**config.mk**
```make
export PLATFORM = sky130hd
export DESIGN_NAME = if_fetch_stage
export DESIGN_NICKNAME = d
export VERILOG_FILES = /design/src/rtl/if_fetch_stage_pkg.sv /design/src/rtl/if_fetch_stage_if_id_reg.sv /design/src/rtl/if_fetch_stage.sv
export SDC_FILE = /design/constraint.sdc
export NUM_CORES = 1
export LEC_CHECK = 0
export BUFFER_PORTS_ARGS = -buffer_cell sky130_fd_sc_hd__buf_4
export CAP_MARGIN = 20
export CELL_PAD_IN_SITES_DETAIL_PLACEMENT = 0
export CELL_PAD_IN_SITES_GLOBAL_PLACEMENT = 2
export CORE_ASPECT_RATIO = 1.4
export CORE_UTILIZATION = 30
export CTS_BUF_LIST = sky130_fd_sc_hd__clkbuf_16
export CTS_CLUSTER_DIAMETER = 50
export DETAILED_ROUTE_END_ITERATION = 8
export PLACE_DENSITY_LB_ADDON = 0.1
export SLEW_MARGIN = 20
export SYNTH_ARGS = -nofsm -noshare
export SYNTH_HDL_FRONTEND = slang
export SYNTH_SLANG_ARGS = --single-unit
```
**constraint.sdc**
```tcl
create_clock -name clk -period 2.5 [get_ports clk]
set_clock_uncertainty 0.2 [all_clocks]
set_input_delay 0.25 -clock clk [delete_from_list [all_inputs] [get_ports clk]]
set_output_delay 0.25 -clock clk [all_outputs]
set_load 0.02 [all_outputs]
```
**src/rtl/if_fetch_stage_pkg.sv**
```systemverilog
// Shared types and constants for the instruction-fetch stage and its IF/ID register.
// Latency: n/a (declarations only).
// Backpressure: n/a (declarations only).
package if_fetch_stage_pkg;

    // Default datapath / PC width.
    localparam int XLEN = 32;

    // Bubble encoding: addi x0,x0,0.
    localparam logic [31:0] NOP_INSTR = 32'h0000_0013;

    // Fetch sequencer states.
    //   ISSUE : request is on the bus this cycle
    //   WAIT  : request accepted, response not yet seen
    //   DROP  : a response is still owed but belongs to a squashed fetch
    //   HOLD  : response captured, waiting for the decoder to accept it
    typedef enum logic [1:0] {
        ISSUE = 2'd0,
        WAIT  = 2'd1,
        DROP  = 2'd2,
        HOLD  = 2'd3
    } fetch_state_t;

    // True in the states where the stage is waiting on memory or on the decoder.
    function automatic logic is_stalled_state(input fetch_state_t s);
        return (s == WAIT) || (s == HOLD);
    endfunction

endpackage

```
**src/rtl/if_fetch_stage_if_id_reg.sv**
```systemverilog
// IF/ID pipeline register: captures a fetched instruction with its PC and PC+4.
// Latency: 1 cycle from load to outputs.
// Backpressure: stall freezes contents; flush overrides stall and inserts a bubble.
//
// Ports:
//   clk, reset (sync, active-low)
//   flush, stall          hazard-unit controls
//   load, load_instr,
//   load_pc, load_pc_add4 new entry offered by the fetch sequencer
//   instr, pc, pc_add4,
//   valid                 registered IF/ID contents to the decoder
module if_id_reg
    import if_fetch_stage_pkg::*;
#(
    parameter int          W      = 32,
    parameter logic [31:0] BUBBLE = 32'h0000_0013
) (
    input  logic         clk,
    input  logic         reset,
    input  logic         flush,
    input  logic         stall,
    input  logic         load,
    input  logic [31:0]  load_instr,
    input  logic [W-1:0] load_pc,
    input  logic [W-1:0] load_pc_add4,
    output logic [31:0]  instr,
    output logic [W-1:0] pc,
    output logic [W-1:0] pc_add4,
    output logic         valid
);

    // Priority: reset > flush > stall > load > bubble.
    always_ff @(posedge clk) begin
        if (!reset) begin
            instr   <= BUBBLE;
            pc      <= '0;
            pc_add4 <= '0;
            valid   <= 1'b0;
        end else if (flush) begin
            instr   <= BUBBLE;
            pc      <= '0;
            pc_add4 <= '0;
            valid   <= 1'b0;
        end else if (stall) begin
            instr   <= instr;
            pc      <= pc;
            pc_add4 <= pc_add4;
            valid   <= valid;
        end else if (load) begin
            instr   <= load_instr;
            pc      <= load_pc;
            pc_add4 <= load_pc_add4;
            valid   <= 1'b1;
        end else begin
            // Nothing new arrived and the decoder consumed the old entry.
            instr   <= BUBBLE;
            pc      <= '0;
            pc_add4 <= '0;
            valid   <= 1'b0;
        end
    end

endmodule

```
**src/rtl/if_fetch_stage.sv**
```systemverilog
// Instruction-fetch stage: owns the PC, one outstanding imem request, feeds IF/ID.
// Latency: request to IF/ID valid is memory latency + 1 cycle; 1 instr per 2 cycles at best.
// Backpressure: stall parks a returned instruction in a hold register and stops new requests.
//
// Ports:
//   clk, reset (sync, active-low)
//   stall, flush                   hazard unit
//   redirect, redirect_pc          taken branch/jump from EX
//   imem_req, imem_addr            request strobe / address (decoded from state only)
//   imem_valid, imem_rdata         response strobe / instruction
//   instrOut, pcOut, pcAdd4Out,
//   validOut                       IF/ID register contents
//   perf_fetched, perf_stall_cycles  only when FETCH_PERF_COUNTERS_EN is defined
module if_fetch_stage #(
    parameter int              XLEN      = if_fetch_stage_pkg::XLEN,
    parameter logic [XLEN-1:0] RESET_PC  = '0,
    parameter logic [31:0]     NOP_INSTR = if_fetch_stage_pkg::NOP_INSTR
) (
    input  logic            clk,
    input  logic            reset,
    input  logic            stall,
    input  logic            flush,
    input  logic            redirect,
    input  logic [XLEN-1:0] redirect_pc,
    output logic            imem_req,
    output logic [XLEN-1:0] imem_addr,
    input  logic            imem_valid,
    input  logic [31:0]     imem_rdata,
    output logic [31:0]     instrOut,
    output logic [XLEN-1:0] pcOut,
    output logic [XLEN-1:0] pcAdd4Out,
    output logic            validOut
`ifdef FETCH_PERF_COUNTERS_EN
    ,
    output logic [31:0]     perf_fetched,
    output logic [31:0]     perf_stall_cycles
`endif
);

    import if_fetch_stage_pkg::*;

    localparam logic [XLEN-1:0] PC_STEP = XLEN'(4);

    fetch_state_t    state;
    logic [XLEN-1:0] pc;
    logic [XLEN-1:0] pc_add4;
    logic [31:0]     hold_instr;

    logic            load_cand;
    logic            load_vld;
    logic [31:0]     load_instr;

    // Wraps modulo 2^XLEN by construction.
    assign pc_add4 = pc + PC_STEP;

    // Request interface depends on registered state only.
    assign imem_req  = (state == ISSUE);
    assign imem_addr = pc;

    // An instruction is ready to enter IF/ID: a fresh response in WAIT or the
    // parked one in HOLD, with no redirect squashing it and the decoder free.
    assign load_cand  = !redirect && !stall &&
                        (((state == WAIT) && imem_valid) || (state == HOLD));
    // A flush in the same cycle wins over the load; the FSM then keeps the
    // instruction parked instead of advancing.
    assign load_vld   = load_cand && !flush;
    assign load_instr = (state == HOLD) ? hold_instr : imem_rdata;

    always_ff @(posedge clk) begin
        if (!reset) begin
            state      <= ISSUE;
            pc         <= RESET_PC;
            hold_instr <= '0;
        end else begin
            case (state)
                ISSUE: begin
                    // The request already left this cycle, so a redirect must
                    // still swallow its response.
                    if (redirect) begin
                        pc    <= redirect_pc;
                        state <= DROP;
                    end else begin
                        state <= WAIT;
                    end
                end
                WAIT: begin
                    if (redirect) begin
                        pc    <= redirect_pc;
                        state <= imem_valid ? ISSUE : DROP;
                    end else if (imem_valid) begin
                        if (load_vld) begin
                            pc    <= pc_add4;
                            state <= ISSUE;
                        end else begin
                            hold_instr <= imem_rdata;
                            state      <= HOLD;
                        end
                    end
                end
                HOLD: begin
                    if (redirect) begin
                        pc         <= redirect_pc;
                        hold_instr <= '0;
                        state      <= ISSUE;
                    end else if (load_vld) begin
                        pc    <= pc_add4;
                        state <= ISSUE;
                    end
                end
                DROP: begin
                    if (redirect) begin
                        pc <= redirect_pc;
                    end
                    if (imem_valid) begin
                        state <= ISSUE;
                    end
                end
                default: begin
                    state <= ISSUE;
                end
            endcase
        end
    end

    if_id_reg #(
        .W      (XLEN),
        .BUBBLE (NOP_INSTR)
    ) u_if_id_reg (
        .clk          (clk),
        .reset        (reset),
        .flush        (flush),
        .stall        (stall),
        .load         (load_cand),
        .load_instr   (load_instr),
        .load_pc      (pc),
        .load_pc_add4 (pc_add4),
        .instr        (instrOut),
        .pc           (pcOut),
        .pc_add4      (pcAdd4Out),
        .valid        (validOut)
    );

`ifdef FETCH_PERF_COUNTERS_EN
    // Saturating event counters.
    always_ff @(posedge clk) begin
        if (!reset) begin
            perf_fetched      <= '0;
            perf_stall_cycles <= '0;
        end else begin
            if (load_vld && (perf_fetched != '1)) begin
                perf_fetched <= perf_fetched + 32'd1;
            end
            if (is_stalled_state(state) && (perf_stall_cycles != '1)) begin
                perf_stall_cycles <= perf_stall_cycles + 32'd1;
            end
        end
    end
`endif

endmodule

```
==> impl_metrics.toml, run 1 <==
[run_status]
status = "completed"

[synth]
netlist_top_cells_area = "dfxtp_1, nand2_1, a21oi_1, nor2_1, mux2_2"
synth_top_cell_by_area = "dfxtp_1"
synth_top_area_frac = 0.437
async_reset_ff_frac = 0
seq_area_frac_synth = 0.437
muxShareOfSynthArea = 0.0578
synth_cell_type_count = 52
synth_top_family_by_area = "simple AND/OR/NAND/NOR gates"
syn_nets = 969
synth_area_sq_um = 7380
syn_area_per_cell_sq_um = 8.22
synth_edf_count = 0
ys_warn_count = 0
yosys.area_share.simple = 0.224
synthCells = 898
synthAdderAreaFrac = 0.00170
synthFlopType = "dfxtp_1"
synth_xor_area_frac = 0.0356
synth-seq-cells = 161
synth_compound_area_frac = 0.177

[timing]
whs_ns = 0.0174
slew_headroom = 0.653
tns_ns = 0
min_period_over_period = 0.899
drv_slew = 0
fmax_ghz = 0.445
tightest_slew_ns = 0.520
fin_crit_ns = 2.25
rsz0062_at_grt = "no"
finalSetupViolations = 0
hold_viol = 0

[global_routing]
grt_use_total = 0.199
top_usage_layer = "met2"
met1_usage = 0.248
met2_usage = 0.348
grt_first_pass_wirelength_um = 38500
antenna_found_initial = 0
grt_use_met3 = 0.0349
grt_overflow = 0
grt_pass1_vias = 6652
grt_max_degree = 42

[clock_network]
clk-insertion-delay-late_ns = 0.43
cts.sinks = 161
cts-root-buf = "clkbuf_16"
h-tree-depth = 4
cts_tree = "done"
postCtsSetupBuffers = 0
cts_buffers = 17
path_clk_slew_ns = 0.07
cts_buffer_depth = 2

[worst_setup_path]
required_ns = 2.60
reg2reg_depth = 5
crit_arrival_ns = 2.35
crit_path_start_kind = "flip-flop"
path_class = "flip-flop to flip-flop"
worstSetupEndpointType = "flip-flop"
crit_fanout = 8

[floorplanning]
fp.dieH_um = 188
start_util = 0.307
core_area_sq_um = 24100
io_pins = 200
dieArea_sq_um = 25200
fp.dieW_um = 135
rows = 67

[cells_and_area]
final_nets = 1195
fin_util = 0.427
syn2layout_area_growth_pct = 39.3
layout-drive-gt1-share = 0.289
layout_commonest_cell = "buf_4"
fillers = 2483
final_cell_mix = "buf_4, dfxtp_1, nand2_1"
antennaDiodeCount = 0

[routing]
dr.first_iter.drc_count = 310
vias = 6952
wl_um = 24900
via_per_inst = 4.81
firstDrtPassIters = 4
ant_nets = 0
drc_errors = 0
wire_per_inst_um = 17.2

[place]
finalWeightedCongestion = 0.776
hpwl_um = 17100
portBuffers = 199

[power]
vdd_drop_max_uv = 502
cellPowerDensity_nw_per_um2 = 584
p_leak_uw = 0.00410

[worst_hold_path]
hold_class = "input pin to flip-flop"
holdPathStages = 4

[flow_run]
maxCapViolCount = 0
==> stage by stage <==
step | instances | worst slack (ns) | power, uW | area, sq um
2_1_floorplan | 898 | 0.216 | 3090 | 7380
3_3_place_gp | 1375 | 0.324 | 3410 | 9310
3_5_place_dp | 1375 | 0.263 | 3410 | 9310
4_1_cts | 1445 | 0.238 | 6090 | 10300
5_1_grt | 1445 | 0.0939 | 6260 | 10300
6_report | 1445 | 0.252 | 6010 | 10300
==> flip-flops by register name, summed over array words and instances, names as in the netlist <==
name / flops
u_if_id_reg.instr: 32
imem_addr: 32
hold_instr: 32
u_if_id_reg.pc: 30
u_if_id_reg.pc_add4: 32
state: 2
u_if_id_reg.valid: 1
==> report_power, final <==
group          switching (uW)  internal (uW)  total [uW]  leakage (uW)
Combinational             390            333         722       0.00251
Clock                    1070           1540        2610      0.000285
Sequential               52.0           2620        2670       0.00130
==> cells by family after synthesis <==
logic type,count (synthesis)
adder cells (fa/ha/maj),1
multiplexers,39
flip-flops,161
buffers and inverters,117
AO/OA/AOI/OAI,211
AND/OR/NAND/NOR,339
XOR/XNOR,30
==> metal layers <==
layer / routed length, um / up-vias
li1: - / 3496
met3: 881 / 11
met5: 0 / -
met1: 11200 / 3297
met4: 194 / 0
met2: 12600 / 148
==> cell type report <==
cell class / instances / area [sq um] / share of cell area
Tap cell: 310 / 388 / 0.0377
Clock buffer: 17 / 425 / 0.0414
Inverter: 34 / 128 / 0.0124
Clock inverter: 13 / 148 / 0.0144
Multi-Input combinational cell: 620 / 3680 / 0.358
Sequential cell: 161 / 3220 / 0.313
Timing Repair Buffer: 290 / 2290 / 0.223
==> final timing paths <==
kind                           start                 endpoint  slack, ns
max                    imem_addr[12]            imem_addr[27]       0.25
min                   imem_rdata[28]           hold_instr[28]       0.02
max reg2reg            imem_addr[12]            imem_addr[27]       0.25
min reg2reg  u_if_id_reg.pc_add4[23]  u_if_id_reg.pc_add4[23]       0.26
==> synthesized netlist by cell type, types with 3 or more instances <==
| cell | n |
|---|---|
| dfxtp_1 | 161 |
| nand2_1 | 116 |
| nor2_1 | 91 |
| a21oi_1 | 78 |
| clkbuf_1 | 52 |
| o21ai_0 | 47 |
| nor2b_1 | 43 |
| a22oi_1 | 41 |
| inv_1 | 34 |
| mux2_2 | 29 |
| xnor2_1 | 20 |
| and2_1 | 19 |
| nand3_1 | 18 |
| buf_2 | 14 |
| buf_4 | 11 |
| mux2i_1 | 10 |
| nor3_1 | 10 |
| xor2_1 | 10 |
| a31o_2 | 7 |
| nand4_1 | 7 |
| a32o_1 | 6 |
| and4_1 | 6 |
| nor4_1 | 6 |
| and3_1 | 5 |
| o22ai_1 | 5 |
| buf_1 | 4 |
| nor4_2 | 4 |
| or3_1 | 4 |
| a211oi_1 | 3 |
| nand4_2 | 3 |
| o211ai_1 | 3 |
| o31a_1 | 3 |
| o31ai_1 | 3 |
==> critical path, cell delays in order, from the launching register on <==
cell,delay [ns]
dfxtp_1,0.48
and4_1,0.40
nand3_1,0.29
nor4_2,0.44
mux2i_1,0.22
o21ai_0,0.09
==> repair_timing <==
action,4_1_cts,5_1_grt
hold buffers,40,0
endpoints found under the hold margin,40,0
endpoints found under the setup margin,0,0
gates resized for setup,0,0
No activity file was read; power rests on OpenSTA's default activity.
==> inputs of run 2 (changes only) <==
--- a/config.mk
+++ b/config.mk
@@ -10,7 +10,7 @@
 export CELL_PAD_IN_SITES_DETAIL_PLACEMENT = 0
 export CELL_PAD_IN_SITES_GLOBAL_PLACEMENT = 2
 export CORE_ASPECT_RATIO = 1.4
-export CORE_UTILIZATION = 30
+export CORE_UTILIZATION = 31
 export CTS_BUF_LIST = sky130_fd_sc_hd__clkbuf_16
 export CTS_CLUSTER_DIAMETER = 50
 export DETAILED_ROUTE_END_ITERATION = 8
@@ -18,4 +18,5 @@
 export SLEW_MARGIN = 20
 export SYNTH_ARGS = -nofsm -noshare
 export SYNTH_HDL_FRONTEND = slang
+export SYNTH_HIERARCHICAL = 1
 export SYNTH_SLANG_ARGS = --single-unit
==> impl_metrics.toml, run 2 <==
[routing]
ant_nets = 0
vias = 7470
dr.first_iter.drc_count = 352
drc_errors = 22
wl_um = 26900
wire_per_inst_um = 17.9
via_per_inst = 4.98
firstDrtPassIters = 9

[power]
combPwrFrac = 0.137
fin_total_pwr_uw = 6090
power_frac_seq = 0.446
p_leak_uw = 0.00449
swShare = 0.264
p_sw_uw = 1600
vdd_drop_max_uv = 495
p_clk_frac = 0.417
p_int_uw = 4480
cellPowerDensity_nw_per_um2 = 555

[worst_setup_path]
crit_slowest_cell = "or4_4"
required_ns = 2.65
path_class = "flip-flop to flip-flop"
crit_fanout = 6
crit_path_start_kind = "flip-flop"
worstSetupEndpointType = "flip-flop"
rrSetupSlack_ns = 0.21
path_cells = "nand3_4 > or4_4 > nor4_4 > xor2_1 > nand3b_1 > a21oi_1"
cpPeakStageDelay_ns = 0.58
crit_arrival_ns = 2.43

[floorplanning]
core_area_sq_um = 25600
fp.dieW_um = 139
start_util = 0.318
dieArea_sq_um = 26900
rows = 69
io_pins = 200
fp.dieH_um = 194

[cells_and_area]
fin_util = 0.429
syn2layout_area_growth_pct = 34.9
fin_cells = 1501
antennaDiodeCount = 0
layout-drive-gt1-share = 0.274
final_nets = 1242
fillers = 2650
layout_commonest_cell = "buf_4"
final_cell_mix = "buf_4, dfxtp_1, nand2_1"

[flow_run]
maxCapViolCount = 0

[synth]
synth_area_sq_um = 8130
async_reset_ff_frac = 0
synth_top_cell_by_area = "dfxtp_1"
synth_compound_area_frac = 0.162
muxShareOfSynthArea = 0.0493
synthFlopType = "dfxtp_1"
synth_cell_type_count = 64
synthAdderAreaFrac = 0.00154
syn_nets = 1010
synth_top_family_by_area = "simple AND/OR/NAND/NOR gates"
synth_top_area_frac = 0.402
yosys.area_share.simple = 0.275
seq_area_frac_synth = 0.402
syn_area_per_cell_sq_um = 8.65
synth.top_cells.by_count = "dfxtp_1, nand2_1, a21oi_1"
synth_edf_count = 0
yosysMostFrequentCell = "dfxtp_1"
synth_xor_area_frac = 0.0323
synthCells = 939
netlist_top_cells_area = "dfxtp_1, nand3b_1, a21oi_1, nand2_1, mux2i_1"
synth-seq-cells = 163
ys_warn_count = 6

[timing]
fmax_ghz = 0.437
min_period_over_period = 0.915
rsz0062_at_grt = "no"
tightest_slew_ns = 0.752
tns_ns = 0
hold_viol = 0
whs_ns = 0.0121
drv_slew = 0
fin_crit_ns = 2.29
finalSetupViolations = 0
slew_headroom = 0.499

[global_routing]
antenna_found_initial = 0
grt_max_degree = 195
grt_first_pass_wirelength_um = 42600
grt_overflow = 0
grt_use_total = 0.202
grt_pass1_vias = 7491

[clock_network]
cts_buffers = 17
cts_buffer_depth = 2
postCtsSetupBuffers = 0
cts-root-buf = "clkbuf_16"
cts.sinks = 163
cts_tree = "done"
clk-insertion-delay-late_ns = 0.43
h-tree-depth = 4
path_clk_slew_ns = 0.06

[place]
portBuffers = 199
finalWeightedCongestion = 0.795
hpwl_um = 17700
placedCellCount = 1415

[run_status]
violations = "DRC"
status = "finished with violations"

[worst_hold_path]
hold_class = "input pin to flip-flop"
-- run 2: changes by cell type in the layout (fill, tap and decap cells not counted), moves of 29 or more --
cell / previous run / this run
inv_1: 35 / 6
nor2b_1: 43 / 5
nand3b_1: 1 / 94
a21oi_1: 78 / 111
o21ai_0: 47 / 17
mux2_2: 29 / 0
mux2i_1: 10 / 40
a22oi_1: 41 / 3
-- run 2: layout make-up --
type / instances / area (sq um) / share of cell area
sequential: 163 / 3270 / 0.298
inverter: 6 / 22.5 / 0.00205
clock buffer: 17 / 425 / 0.0388
clock inverter: 13 / 121 / 0.0111
multi-input combinational: 684 / 4250 / 0.388
timing repair buffer: 299 / 2480 / 0.226
tap: 319 / 399 / 0.0364
-- run 2: worst max-delay path, delay by kind of cell, from the launching register on --
kind	cells	cell delay, ns
and+or+nand+nor	4	1.19
xor gates and xnor gates	1	0.18
AOI/OAI and AO/OA	1	0.15
DFF	1	0.48
-- run 2: metrics by stage --
step / setup slack [ns] / cell area (sq um)
3_5_place_dp: 0.162 / 9850
6_report: 0.213 / 11000
3_3_place_gp: 0.183 / 9850
2_1_floorplan: 0.0717 / 8130
5_1_grt: 0.0665 / 11000
4_1_cts: 0.137 / 11000
-- run 2: layer usage --
layer	wire length, um	track usage
met1	11400	0.232
met2	14200	0.375
met3	994	0.0406
met4	278	0.0527
met5	0	0
-- run 2: power by group through the flow --
stage | registers, uW | clock network, uW | logic (uW)
after floorplan | 2800 | 0 | 447
after CTS | 2710 | 2630 | 851
after detailed placement | 2770 | 0 | 780
final | 2710 | 2540 | 836
after global routing | 2720 | 2710 | 909
after global placement | 2770 | 0 | 780
-- run 2: cell families (layout without fill, tap and decap cells) --
family / count (synthesis) / after routing
flops: 163 / 163
xor+xnor: 30 / 30
mux: 40 / 40
compound gates: 210 / 210
buf+inv: 92 / 335
fa+ha+maj: 1 / 1
simple gates: 403 / 403
-- run 2: worst paths after layout --
check,startpoint,cells past startpoint,to
setup / recovery,imem_addr[12],6,u_if_id_reg/pc_add4[27]
hold / removal,imem_rdata[27],4,hold_instr[27]
setup reg to reg,imem_addr[12],6,u_if_id_reg/pc_add4[27]
hold reg to reg,u_if_id_reg/pc_add4[15],2,u_if_id_reg/pc_add4[15]
-- run 2: what timing repair did --
item	in CTS	in global routing
hold buffers	56	0
endpoints found under the setup margin	0	1
resized for setup	0	1
hold endpoints to repair	58	0
